[src/rtl/keypad_scan.sv]
// keypad_scan: 4x3 matrix keypad scanner with 2-flop row synchroniser, frame debounce and one-hot key strobe.
// Define KEYPAD_REPEAT_EN to re-strobe valid every REPEAT_FRAMES frames while a key stays held.
module keypad_scan #(
  parameter int unsigned SCAN_DIV      = 5000,
  parameter int unsigned DEBOUNCE_CNT  = 4,
  parameter int unsigned REPEAT_FRAMES = 100
) (
  input  logic        clk,
  input  logic        rst,
  input  logic [3:0]  key_row,
  output logic [2:0]  key_col,
  output logic [11:0] scan_data,
  output logic        valid,
  output logic        key_held
);
  localparam int unsigned DIV_W = 16;
  localparam int unsigned DEB_W = $clog2(DEBOUNCE_CNT + 1);
  localparam int unsigned REP_W = 8;
  localparam int unsigned KEY_W = 12;

`ifdef KEYPAD_REPEAT_EN
  localparam bit REPEAT_ON = 1'b1;
`else
  localparam bit REPEAT_ON = 1'b0;
`endif

  typedef enum logic [1:0] {IDLE, ACCEPT, HELD} state_t;

  logic [3:0]       row_meta, row_sync;
  logic [DIV_W-1:0] div;
  logic             sample_c, frame_end_c;
  logic [KEY_W-1:0] col_bits_c, col_mask_c, frame_c;
  logic [KEY_W-1:0] raw, prev_frame;
  logic [DEB_W-1:0] stable_cnt;
  logic             frame_done;
  logic             stable_c, single_c;
  logic [REP_W-1:0] rep_cnt, rep_cnt_n;
  state_t           state, state_n;
  logic [KEY_W-1:0] scan_data_n;
  logic             valid_n, key_held_n;

  // Two-flop synchroniser for the asynchronous row returns
  always_ff @(posedge clk or negedge rst) begin
    if (!rst) begin
      row_meta <= '0;
      row_sync <= '0;
    end else begin
      row_meta <= key_row;
      row_sync <= row_meta;
    end
  end

  assign sample_c    = (div == DIV_W'(SCAN_DIV - 1));
  assign frame_end_c = sample_c && key_col[2];

  // Dwell counter and one-hot column rotation
  always_ff @(posedge clk or negedge rst) begin
    if (!rst) begin
      div     <= '0;
      key_col <= 3'b001;
    end else if (sample_c) begin
      div     <= '0;
      key_col <= {key_col[1:0], key_col[2]};
    end else begin
      div     <= div + DIV_W'(1);
    end
  end

  // Map the driven column's rows onto key-code bit positions
  always_comb begin
    col_bits_c = '0;
    col_mask_c = '0;
    if (key_col[0]) begin
      col_mask_c     = 12'h449;
      col_bits_c[0]  = row_sync[0];
      col_bits_c[3]  = row_sync[1];
      col_bits_c[6]  = row_sync[2];
      col_bits_c[10] = row_sync[3];
    end else if (key_col[1]) begin
      col_mask_c     = 12'h292;
      col_bits_c[1]  = row_sync[0];
      col_bits_c[4]  = row_sync[1];
      col_bits_c[7]  = row_sync[2];
      col_bits_c[9]  = row_sync[3];
    end else if (key_col[2]) begin
      col_mask_c     = 12'h924;
      col_bits_c[2]  = row_sync[0];
      col_bits_c[5]  = row_sync[1];
      col_bits_c[8]  = row_sync[2];
      col_bits_c[11] = row_sync[3];
    end
  end

  assign frame_c = (raw & ~col_mask_c) | col_bits_c;

  // Snapshot assembly and frame-to-frame stability count
  always_ff @(posedge clk or negedge rst) begin
    if (!rst) begin
      raw        <= '0;
      prev_frame <= '0;
      stable_cnt <= '0;
      frame_done <= 1'b0;
    end else begin
      frame_done <= frame_end_c;
      if (sample_c) raw <= frame_c;
      if (frame_end_c) begin
        if (frame_c == prev_frame) begin
          if (stable_cnt != DEB_W'(DEBOUNCE_CNT)) stable_cnt <= stable_cnt + DEB_W'(1);
        end else begin
          stable_cnt <= DEB_W'(1);
          prev_frame <= frame_c;
        end
      end
    end
  end

  assign stable_c = frame_done && (stable_cnt == DEB_W'(DEBOUNCE_CNT));
  assign single_c = (prev_frame != '0) && ((prev_frame & (prev_frame - KEY_W'(1))) == '0);

  always_ff @(posedge clk or negedge rst) begin
    if (!rst) begin
      state     <= IDLE;
      scan_data <= '0;
      valid     <= 1'b0;
      key_held  <= 1'b0;
      rep_cnt   <= '0;
    end else begin
      state     <= state_n;
      scan_data <= scan_data_n;
      valid     <= valid_n;
      key_held  <= key_held_n;
      rep_cnt   <= rep_cnt_n;
    end
  end

  // Next-state and registered-output decode; decisions only on the cycle after a frame completes
  always_comb begin
    state_n     = state;
    scan_data_n = scan_data;
    valid_n     = 1'b0;
    rep_cnt_n   = '0;
    unique case (state)
      IDLE: begin
        if (stable_c && single_c) begin
          state_n     = ACCEPT;
          scan_data_n = prev_frame;
          valid_n     = 1'b1;
        end
      end
      ACCEPT: state_n = HELD;
      HELD: begin
        rep_cnt_n = rep_cnt;
        if (stable_c && (prev_frame == '0)) begin
          state_n   = IDLE;
          rep_cnt_n = '0;
        end else if (REPEAT_ON && frame_done) begin
          if (prev_frame != scan_data) begin
            rep_cnt_n = '0;
          end else if (rep_cnt == REP_W'(REPEAT_FRAMES - 1)) begin
            rep_cnt_n = '0;
            valid_n   = 1'b1;
          end else begin
            rep_cnt_n = rep_cnt + REP_W'(1);
          end
        end
      end
      default: state_n = IDLE;
    endcase
    key_held_n = (state_n == HELD);
  end

endmodule

[config.mk]
export PLATFORM = sky130hd
export DESIGN_NAME = keypad_scan
export DESIGN_NICKNAME = d
export VERILOG_FILES = /design/src/rtl/keypad_scan.sv
export SDC_FILE = /design/constraint.sdc
export NUM_CORES = 1
export LEC_CHECK = 0
export CAP_MARGIN = 10
export CORE_MARGIN = 3
export CORE_UTILIZATION = 40
export CTS_BUF_LIST = sky130_fd_sc_hd__clkbuf_4
export DETAILED_ROUTE_END_ITERATION = 12
export GPL_TIMING_DRIVEN = 0
export HOLD_SLACK_MARGIN = 0.1
export REMOVE_ABC_BUFFERS = 1
export SYNTH_ARGS = -nofsm -noshare
export SYNTH_HDL_FRONTEND = slang
export SYNTH_SLANG_ARGS = --single-unit
[constraint.sdc]
create_clock -name clk -period 3.5 [get_ports clk]
set_clock_uncertainty 0.05 [all_clocks]
set_input_delay 0.35 -clock clk [delete_from_list [all_inputs] [get_ports clk]]
set_output_delay 0.35 -clock clk [all_outputs]
set_load 0.02 [all_outputs]
# Word-level counts from Yosys, hierarchy flattened
# Cells that the tools add are included.
# word_totals
wordCells,71
in_bits,6
regBits,71
# classes
bitwise,5
reduce_logical,12
n_mux,31
eq_ne,8
n_addsub,3
# op_table
operator,n
$mux W12,3
$and A12 B12 Y12,2
$logic_not A12 Y1,2
$mux W1,19
$add A16 B1 Y16 const B,1
$eq A16 B13 Y1 const B,1
$mux W16,1
$eq A12 B12 Y1,1
$not A12 Y12,1
$or A12 B12 Y12,1
$reduce_bool A12 Y1,1
$sub A12 B1 Y12 const B,1
$mux W3,3
$mux W2,4
$pmux W2 S3,1
$reduce_and A2 Y1,3
$logic_and A1 B1 Y1,5
$eq A2 B2 Y1 const B,2
$add A3 B1 Y3 const B,1
$eq A3 B3 Y1 const B,1
$ne A3 B3 Y1 const B,1
$eq A2 B1 Y1 const B,1
$logic_not A2 Y1,1
$ne A2 B1 Y1 const B,1
$not A1 Y1,1

# Depth between registers and ports, before layout
# Gate-level depths: netlist (run 1).
# depth
ltp_word,9
mapped_depth,9
depth_no_buf,8

# Worst setup path before layout (run 1)
# OpenSTA, ideal clock, no wires.
# synth_timing
path_type,flip-flop to flip-flop
from,reg key_col[0]
to,reg prev_frame[8]
stages_incl_launch_ff,10
synth_period_minus_slack_ns,2.569
path_slack_ns,0.931
setup_ns,0.125
arrival_ns,2.394
cell_sequence,dfstp_2 > buf_6 > nand2b_1 > buf_2 > mux2_4 > xnor2_1 > o2111ai_4 > o31ai_4 > buf_6 > mux2_4
# synth_between
elab_chain_cells,7
word_cells_on_any_way,15
cone_classes,1 x eq/ne; 9 x mux; 4 x bitwise; 1 x reduce/logical
# synth_lines
element,line_no,text
from (decl),11,"output logic [2:0] key_col,"
from (signal assigned),63,"key_col <= {key_col[1:0], key_col[2]};"
$mux W12,73,if (key_col[0]) begin
$not A12 Y12,94,assign frame_c = (raw & ~col_mask_c) | col_bits_c;
$and A12 B12 Y12,94,
$or A12 B12 Y12 (*),94,
$eq A12 B12 Y1,107,if (frame_c == prev_frame) begin
$not A1 Y1 (no source line),-,
$reduce_and A2 Y1 (no source line),-,
to (signal assigned),111,prev_frame <= frame_c;
to (decl),33,"logic [KEY_W-1:0] raw, prev_frame;"
# Mark *: on every way between the ends. The rest lies on a longest branch, timed or not.
# A chain may end at the register's enable or synchronous reset.

# Worst setup path in the final report (run 1)
# layout_timing
from,reg key_col[0]
to,reg prev_frame[7]
# Same word-level chain as after synthesis.

==> results of run 1 <==
registers in the layout, summed over array words and instances, names as in the netlist:
| name | flops |
|---|---|
| frame_done | 1 |
| row_sync | 4 |
| div | 16 |
| prev_frame | 12 |
| key_col | 3 |
| scan_data | 12 |
| row_meta | 4 |
| stable_cnt | 3 |
| valid | 1 |
| state | 2 |
| raw | 12 |
| key_held | 1 |
area by class of cell:
class                           count  area (um^2)  share of cell area
Clock buffer                       10        75.07             0.01947
Sequential cell                    71         1778              0.4611
Inverter                           19        71.32             0.01849
Tap cell                          102        127.6             0.03310
Clock inverter                      6        85.08             0.02206
Multi-Input combinational cell    184         1464              0.3796
Timing Repair Buffer               24        255.2             0.06619
per-stage QoR:
stage	TNS, ns	total power [mW]	area [um^2]	worst slack (ns)
floorplan	0	0.8466	3313	0.7479
global placement	-32.24	0.8711	3661	-0.4655
detailed placement	0	0.8747	3686	0.4921
CTS	0	1.473	3856	0.4542
global route	0	1.511	3856	0.3076
finish	0	1.448	3856	0.4687
worst paths after layout:
path                            cells past startpoint         from       endpoint
worst max-delay path                                6   key_col[0]  prev_frame[7]
worst min-delay path                                0  row_meta[1]    row_sync[1]
worst max register to register                      6   key_col[0]  prev_frame[7]
worst min register to register                      0  row_meta[1]    row_sync[1]
max in group asynchronous                           3          rst     key_col[0]
min in group asynchronous                           3          rst       state[0]
cells by family (layout without fill, tap and decap cells):
| logic type | Yosys count | in the layout |
|---|---|---|
| compound gates | 33 | 33 |
| xor+xnor | 21 | 21 |
| fa+ha+maj | 3 | 3 |
| buf+inv | 31 | 59 |
| flops | 71 | 71 |
| mux | 46 | 46 |
| simple gates | 81 | 81 |
worst max-delay path, delay by kind of cell (launching register included):
kind	cells	cell delay (ns)
and+or+nand+nor	1	0.31
muxes	2	0.76
AOI/OAI and AO/OA	2	0.87
xor gates and xnor gates	1	0.25
DFF	1	0.68
layer usage:
layer	GRT usage	vias to the layer above	wire (um)
met5	0	-	0
met4	0.06177	0	125
met3	0.02643	10	209
met2	0.1921	42	2663
met1	0.2026	1061	3115
li1	-	1056	-
cell usage after synthesis, types with 3 or more instances:
cell,instances
dfrtp_1,70
and4_1,3
nand2b_1,3
xor2_1,8
buf_6,4
mux2_2,24
nor3_1,7
nand2_1,14
o21ai_0,10
and3_1,3
clkbuf_1,6
ha_1,3
xnor2_1,13
nand3_1,12
nor2_1,13
mux2i_1,19
mux2_4,3
inv_1,18
o22ai_1,3
nand4_1,3
report_power, final:
part / leakage, nW / internal (mW) / switching [mW]
logic: 0.721 / 0.00988 / 0.0173
clock network: 0.0840 / 0.296 / 0.294
registers: 0.956 / 0.825 / 0.00631
total: 1.76 / 1.13 / 0.318
timing repair:
item                                   CTS  global route
hold buffers                             1             0
resized for setup                        0             0
endpoints found under the hold margin   70             0
==> results.py, run 1 <==
metrics = {
    "run_status": {
        "status": "complete, no violations",
    },
    "cts": {
        "root_buffer": "clkbuf_4",
        "postCtsSetupRepairBufs": 0,
        "ctsHtreeMaxLevel": 3,
        "cts_buffer_depth": 2,
        "cts_tree": "done",
        "cts_made_buffers": 9,
        "clkSinkCount": 71,
        "clkTransAtPathRegs_ns": 0.11,
        "clk-insertion-delay-late_ns": 0.41,
    },
    "layout": {
        "final_common_cell": "dfrtp_1",
        "drive_gt1_frac": 0.1720,
        "insertedDiodeCount": 0,
        "nets": 318,
        "layout.cells.non_filler": 416,
        "post-route-util": 0.4840,
        "area_growth_pct": 13.73,
        "fill_cells": 750,
        "most-common-layout-cells": "70 x dfrtp_1, 24 x mux2_2, 21 x clkdlybuf4s50_1",
    },
    "worst_setup_path": {
        "critPathCaptureType": "register",
        "cpPeakStageDelay_ns": 0.68,
        "cpMaxStageDelayCell": "dfstp_2",
        "crit_path_cell_trace": "nand2b_1, mux2_4, xnor2_1, o2111ai_4, o31ai_4, mux2_2",
        "reg2reg_slack_ns": 0.47,
        "critical_path_required_ns": 3.74,
        "crit_type": "register to register",
        "cp.arrival_ns": 3.27,
        "critPathLaunchType": "register",
        "worstPathMaxFanout": 11,
    },
    "global_routing": {
        "grt_pass1_wl_mm": 10.52,
        "grt-ovfl-total": 0,
        "grtUsageTotal": 0.1364,
        "first_global_vias": 2121,
        "grt_max_degree": 72,
        "antenna_found_initial": 0,
    },
    "drt": {
        "antenna_left": 0,
        "drt_first_pass_iters": 4,
        "via_count": 2169,
        "drc": 0,
        "vias_per_cell": 5.214,
        "routed_wl_mm": 6.114,
        "drt_iter0_drc": 59,
        "post_drt_wl_per_cell_um": 14.70,
    },
    "sta": {
        "setup_violations": 0,
        "final.min_clock_period_ns": 3.031,
        "slew_viol_final": 0,
        "worst_pin_slew_ns": 0.7653,
        "hold_viol_final": 0,
        "rsz0062_at_grt": "no",
        "relSlewSlack": 0.4898,
        "max_freq_mhz": 329.9,
        "holdWs_ns": 0.3084,
        "period_share": 0.8661,
    },
    "placement": {
        "gp_congestion": 0.8583,
        "dp_hpwl_mm": 4.183,
        "dp.cells": 399,
        "port_buffers": 22,
    },
    "synth": {
        "synth_xor_area_frac": 0.05424,
        "synth_flop_cell": "dfrtp_1",
        "avgSynthCellArea_um2": 11.86,
        "yosysWarnings": 0,
        "ys_ff_latch": 71,
        "synth_seq_area_share": 0.5244,
        "muxShareOfSynthArea": 0.1491,
        "synth.area.top_cells": "dfrtp_1 52%, mux2_2 8.0%, mux2i_1 5.6%",
        "synth-simple-area-share": 0.1424,
        "ys_types": 54,
        "synth_compound_area_frac": 0.07491,
        "syn_area_um2": 3391,
        "synth_cells": 286,
        "synth_top_area_share": 0.5166,
        "synth_edf_count": 0,
        "synthAdderAreaFrac": 0.01107,
        "synth_top_family_by_area": "multiplexers",
        "yosysTopAreaCell": "dfrtp_1",
        "async_flop_share": 1.000,
    },
    "floorplan": {
        "die-area_um2": 9618,
        "start_util": 0.4256,
        "rows": 32,
        "io_pins": 23,
        "die_h_um": 98.07,
        "coreArea_um2": 7968,
        "die_w_um": 98.07,
    },
    "power": {
        "cellLeakagePower_nw": 1.761,
        "peakVddDrop_v": 0.0002236,
        "power_density_nw_per_um2": 375.6,
    },
    "job": {
        "cap_violations": 0,
    },
    "hold_path": {
        "hp-class": "register to register",
    },
}
No activity file was read; power rests on OpenSTA's default activity.
==> run 2, diff against run 1 <==
==> constraint.sdc (replaced) <==
create_clock -name clk -period 2.9 [get_ports clk]
set_clock_uncertainty 0.05 [all_clocks]
set_input_delay 0.29 -clock clk [delete_from_list [all_inputs] [get_ports clk]]
set_output_delay 0.29 -clock clk [all_outputs]
set_load 0.02 [all_outputs]
==> run 2 against run 1 <==
Fmax is 12% higher. Global-route usage is 0.23 points higher. Die area stayed put. Clock power is 21% higher. Critical path depth stayed put. Sequential power is 20% higher. Register-to-register slack worse by 0.28 ns. Sequential share of layout area is 0.59 points lower.
==> results.py, run 2 (synthesis results as in run 1) <==
metrics = {
    "cts": {
        "cts_made_buffers": 9,
        "ctsHtreeMaxLevel": 3,
        "cts_tree": "done",
        "root_buffer": "clkbuf_4",
        "clkTransAtPathRegs_ns": 0.11,
        "cts_buffer_depth": 2,
        "clk-insertion-delay-late_ns": 0.41,
        "cts_resized": 0,
        "clkSinkCount": 71,
    },
    "hold_path": {
        "hp-class": "primary input to register",
        "hold_path.startpoint": "key_row[0]",
    },
    "worst_setup_path": {
        "cpMaxStageDelayCell": "dfstp_2",
        "startpoint": "key_col[0]",
        "r2r-start": "key_col[0]",
        "cpPeakStageDelay_ns": 0.67,
        "crit_family": "multiplexers",
        "worstPathMaxFanout": 10,
        "critPathCaptureType": "register",
        "crit_path_cell_trace": "nand2b_1, mux2_4, xnor2_1, o2111ai_4, o31ai_4, mux2_2",
        "critical_path_required_ns": 3.14,
        "cp.arrival_ns": 2.96,
        "crit_type": "register to register",
        "crit_buf_inv": 0,
        "critPathLaunchType": "register",
    },
    "global_routing": {
        "antenna_found_initial": 0,
        "grt-ovfl-total": 0,
        "grt_pass1_wl_mm": 10.67,
        "grtUsageTotal": 0.1387,
        "grt_max_degree": 72,
        "first_global_vias": 2140,
    },
    "drt": {
        "drt_first_pass_iters": 4,
        "via_count": 2193,
        "drt_iter0_drc": 91,
        "vias_per_cell": 5.209,
        "drc": 0,
        "post_drt_wl_per_cell_um": 14.89,
        "antenna_left": 0,
        "routed_wl_mm": 6.270,
    },
    "floorplan": {
        "io_pins": 23,
        "coreArea_um2": 7968,
        "start_util": 0.4256,
        "rows": 32,
        "die_w_um": 98.07,
        "die-area_um2": 9618,
        "die_h_um": 98.07,
    },
    "job": {
        "cap_violations": 0,
    },
    "layout": {
        "drive_gt1_frac": 0.1850,
        "nets": 323,
        "insertedDiodeCount": 0,
        "area_growth_pct": 15.20,
        "largest_reg_flops": 16,
        "layout.cells.non_filler": 421,
        "final_common_cell": "dfrtp_1",
        "seqCellArea_um2": 1778,
        "multi_input_area_um2": 1464,
        "largest_register": "div",
        "post-route-util": 0.4903,
        "most-common-layout-cells": "70 x dfrtp_1, 24 x mux2_2, 21 x clkdlybuf4s50_1",
        "fill_cells": 744,
    },
    "run_status": {
        "status": "complete, no violations",
    },
    "sta": {
        "rsz0062_at_grt": "no",
        "final.min_clock_period_ns": 2.716,
        "hold_viol_final": 0,
        "slew_viol_final": 0,
        "setup_violations": 0,
        "period_share": 0.9364,
        "max_freq_mhz": 368.2,
        "worst_pin_slew_ns": 0.4280,
        "holdWs_ns": 0.2618,
        "relSlewSlack": 0.7110,
    },
    "power": {
        "peakVddDrop_v": 0.0002674,
        "power_density_nw_per_um2": 447.6,
        "power_mw": 1.749,
        "cellLeakagePower_nw": 1.788,
    },
    "placement": {
        "port_buffers": 22,
        "dp.cells": 399,
        "dp_hpwl_mm": 4.183,
        "gp_congestion": 0.8583,
    },
}
run 2: cell count changes in the layout (fill, tap and decap cells not counted):
cell,before,now
buf_4,1,5
buf_12,0,1
run 2: layout make-up:
type | instances | area share
well taps | 102 | 0.03267
flip-flops and latches | 71 | 0.4552
repair buffers | 29 | 0.07816
multi-input cells | 184 | 0.3748
inverters | 19 | 0.01826
clock inverters | 6 | 0.02178
clock buffers | 10 | 0.01922
run 2: final timing paths:
| kind | end | slack (ns) | cells past startpoint |
|---|---|---|---|
| max reg2reg | prev_frame[7] | 0.18 | 6 |
| max | prev_frame[7] | 0.18 | 6 |
| max in group asynchronous | key_col[0] | 2.11 | 3 |
| min | row_meta[0] | 0.26 | 1 |
| min reg2reg | row_sync[1] | 0.31 | 0 |
| min in group asynchronous | state[0] | 0.36 | 3 |
run 2: timing repair:
| action | CTS | global route |
|---|---|---|
| setup buffers | 4 | 1 |
| gates cloned | 0 | 0 |
| hold endpoints to repair | 70 | 0 |
| pin swaps | 2 | 1 |
| setup endpoints to repair | 4 | 10 |
| hold buffers | 1 | 0 |
run 2: per-stage QoR:
step | TNS [ns] | setup slack [ns] | area, um^2
after detailed placement | -0.1789 | -0.1079 | 3686
final | 0 | 0.1844 | 3906
after global routing | 0 | 0.01170 | 3906
after floorplan | 0 | 0.1479 | 3313
after CTS | 0 | 0.1634 | 3886
after global placement | -70.33 | -1.005 | 3661
run 2: power by group:
group | switching [mW] | internal (mW)
combinational | 0.0209 | 0.0119
clock | 0.356 | 0.357
sequential | 0.00759 | 0.995
total | 0.385 | 1.36
run 2: per-layer routing:
layer	wire length (um)	GRT usage
met1	3194	0.2058
met2	2753	0.1963
met3	220	0.02643
met4	102	0.06177
met5	0	0
==> run 3, diff against run 2 <==
--- a/config.mk
+++ b/config.mk
@@ -9,7 +9,9 @@
 export CORE_MARGIN = 3
 export CORE_UTILIZATION = 40
 export CTS_BUF_LIST = sky130_fd_sc_hd__clkbuf_4
+export CTS_CLUSTER_SIZE = 16
 export DETAILED_ROUTE_END_ITERATION = 12
+export DONT_BUFFER_PORTS = 1
 export GPL_TIMING_DRIVEN = 0
 export HOLD_SLACK_MARGIN = 0.1
 export REMOVE_ABC_BUFFERS = 1
==> run 3 against run 2 <==
Sequential power about the same. Clock power is 26% lower. Combinational power fell by 6%. Power is 11% lower. Register-to-register slack got worse by 0.04 ns. Hold slack improved by 0.048 ns. Critical endpoint is now prev_frame[1].
==> results.py, run 3 (synthesis results as in run 1) <==
metrics = {
    "drt": {
        "antenna_left": 0,
        "drt-met1-wl_mm": 3.156,
        "routed_wl_mm": 6.297,
        "drt_iter0_drc": 81,
        "top_layer": "met4",
        "post_drt_wl_per_cell_um": 15.51,
        "drc": 0,
        "wl_met3_um": 298,
        "drt_first_pass_iters": 5,
        "via_count": 2150,
        "vias_per_cell": 5.296,
        "routed-wl-met2_mm": 2.744,
    },
    "worst_setup_path": {
        "reg2reg_to": "prev_frame[1]",
        "critical_path_required_ns": 3.19,
        "cp.arrival_ns": 3.04,
        "r2r-start": "key_col[0]",
        "worstPathMaxFanout": 10,
        "reg2reg_slack_ns": 0.15,
        "reg2reg_depth": 7,
        "critPathLaunchType": "register",
        "crit_type": "register to register",
        "critPathCaptureType": "register",
    },
    "layout": {
        "fill_cells": 717,
        "layout.cells.non_filler": 406,
        "most-common-layout-cells": "70 x dfrtp_1, 24 x mux2_2, 18 x inv_1, 18 x mux2i_1, 14 x nand2_1",
        "largest_reg_flops": 16,
        "area_growth_pct": 9.447,
        "nets": 308,
        "seqCellArea_um2": 1782,
        "largest_register": "div",
        "fin_area_um2": 3711,
        "final_common_cell": "dfrtp_1",
        "insertedDiodeCount": 0,
        "multi_input_area_um2": 1468,
        "drive_gt1_frac": 0.2039,
    },
    "floorplan": {
        "die-area_um2": 9618,
        "die_h_um": 98.07,
        "die_w_um": 98.07,
        "start_util": 0.4256,
        "rows": 32,
        "io_pins": 23,
        "coreArea_um2": 7968,
    },
    "sta": {
        "rsz0062_at_grt": "no",
        "setup_violations": 0,
        "fin_setup_tns_ns": 0,
        "period_share": 0.9494,
        "slew_viol_final": 0,
        "max_freq_mhz": 363.2,
        "final.min_clock_period_ns": 2.753,
        "worst_pin_slew_ns": 0.4704,
        "hold_viol_final": 0,
        "relSlewSlack": 0.6840,
    },
    "cts": {
        "root_buffer": "clkbuf_4",
        "cts_buffer_depth": 2,
        "ctsHtreeMaxLevel": 3,
        "cts_tree": "done",
        "clkTransAtPathRegs_ns": 0.11,
        "clkSinkCount": 71,
        "clk-insertion-delay-late_ns": 0.42,
        "cts_made_buffers": 9,
    },
    "placement": {
        "postPlaceCellArea_um2": 3441,
        "dp_hpwl_mm": 4.293,
        "dp.cells": 376,
        "gp_congestion": 0.8541,
        "port_buffers": 0,
    },
    "hold_path": {
        "hold_end": "row_sync[2]",
        "holdPathStages": 0,
        "hold_path.startpoint": "row_meta[2]",
        "hp-class": "register to register",
    },
    "global_routing": {
        "grt-ovfl-total": 0,
        "grt_max_degree": 72,
        "grtUsageTotal": 0.1397,
        "first_global_vias": 2140,
        "antenna_found_initial": 0,
        "grt_pass1_wl_mm": 10.61,
    },
    "power": {
        "power.switching_mw": 0.3762,
        "pwr-share-clk": 0.338,
        "p_int_mw": 1.186,
        "seqPwrFrac": 0.642,
        "switching_share": 0.2408,
        "cellLeakagePower_nw": 1.720,
        "peakVddDrop_v": 0.0002943,
        "p_comb_frac": 0.020,
        "power_density_nw_per_um2": 420.9,
    },
    "job": {
        "cap_violations": 0,
    },
    "run_status": {
        "status": "complete, no violations",
    },
}
-- run 3: cell count changes in the layout (fill, tap and decap cells not counted), sizes merged --
cell	before	now
clkdlybuf4s50	21	0
dlygate4sd3	1	5
buf	7	9
bufinv	2	0
clkinv	3	4
clkinvlp	1	2
-- run 3: worst max path at each step --
stage | start | to | cells after the start
6_report | key_col[0] | prev_frame[1] | 7
5_1_grt | key_col[0] | prev_frame[3] | 7
4_1_cts | div[4] | stable_cnt[0] | 7
3_5_place_dp | key_col[0] | prev_frame[7] | 6
3_3_place_gp | key_col[0] | prev_frame[7] | 6
2_1_floorplan | key_col[0] | prev_frame[7] | 6
-- run 3: per-layer routing --
layer,vias to the layer above,GRT usage
met5,-,0
met4,0,0.05857
met3,9,0.04429
met2,49,0.2037
met1,1042,0.1924
li1,1050,-
-- run 3: through the flow --
step                      total power, mW  hold slack (ns)  worst slack, ns    util
after CTS                           1.592           0.3117          0.01249  0.4585
after global routing                1.638           0.3218          0.04161  0.4658
after detailed placement            1.025         -0.05391          -0.1537  0.4318
after global placement              1.025         -0.05327          -0.1755  0.4318
after floorplan                     1.022         -0.05559           0.1479       -
final                               1.562           0.3102           0.1467  0.4658
-- run 3: layout make-up --
cell class / count / area share
inverters: 19 / 0.01922
multi-input cells: 184 / 0.3955
repair buffers: 14 / 0.04046
clock buffers: 10 / 0.02023
flip-flops and latches: 71 / 0.4801
clock inverters: 6 / 0.01011
well taps: 102 / 0.03439
-- run 3: critical path, cell delays in order, from the launching register on --
cell and delay [ns]:
dfstp_4 0.74, nand2b_1 0.30, mux2_4 0.35, xnor2_1 0.24
o2111ai_4 0.20, o31ai_4 0.38, buf_4 0.23, mux2i_1 0.19
-- run 3: repair_timing --
item / in CTS / in global routing
pin swaps: 1 / 2
hold buffers: 6 / 0
gates cloned: 0 / 0
resized for setup: 0 / 2
setup buffers: 3 / 5
endpoints found under the hold margin: 75 / 0
setup endpoints to repair: 7 / 24
-- run 3: power by group through the flow --
stage	Clock (mW)	Sequential [mW]	Combinational, mW
4_1_cts	0.557	1.00	0.0327
5_1_grt	0.597	1.00	0.0360
2_1_floorplan	0	1.02	0.00234
6_report	0.529	1.00	0.0309
3_5_place_dp	0	1.02	0.00260
3_3_place_gp	0	1.02	0.00245
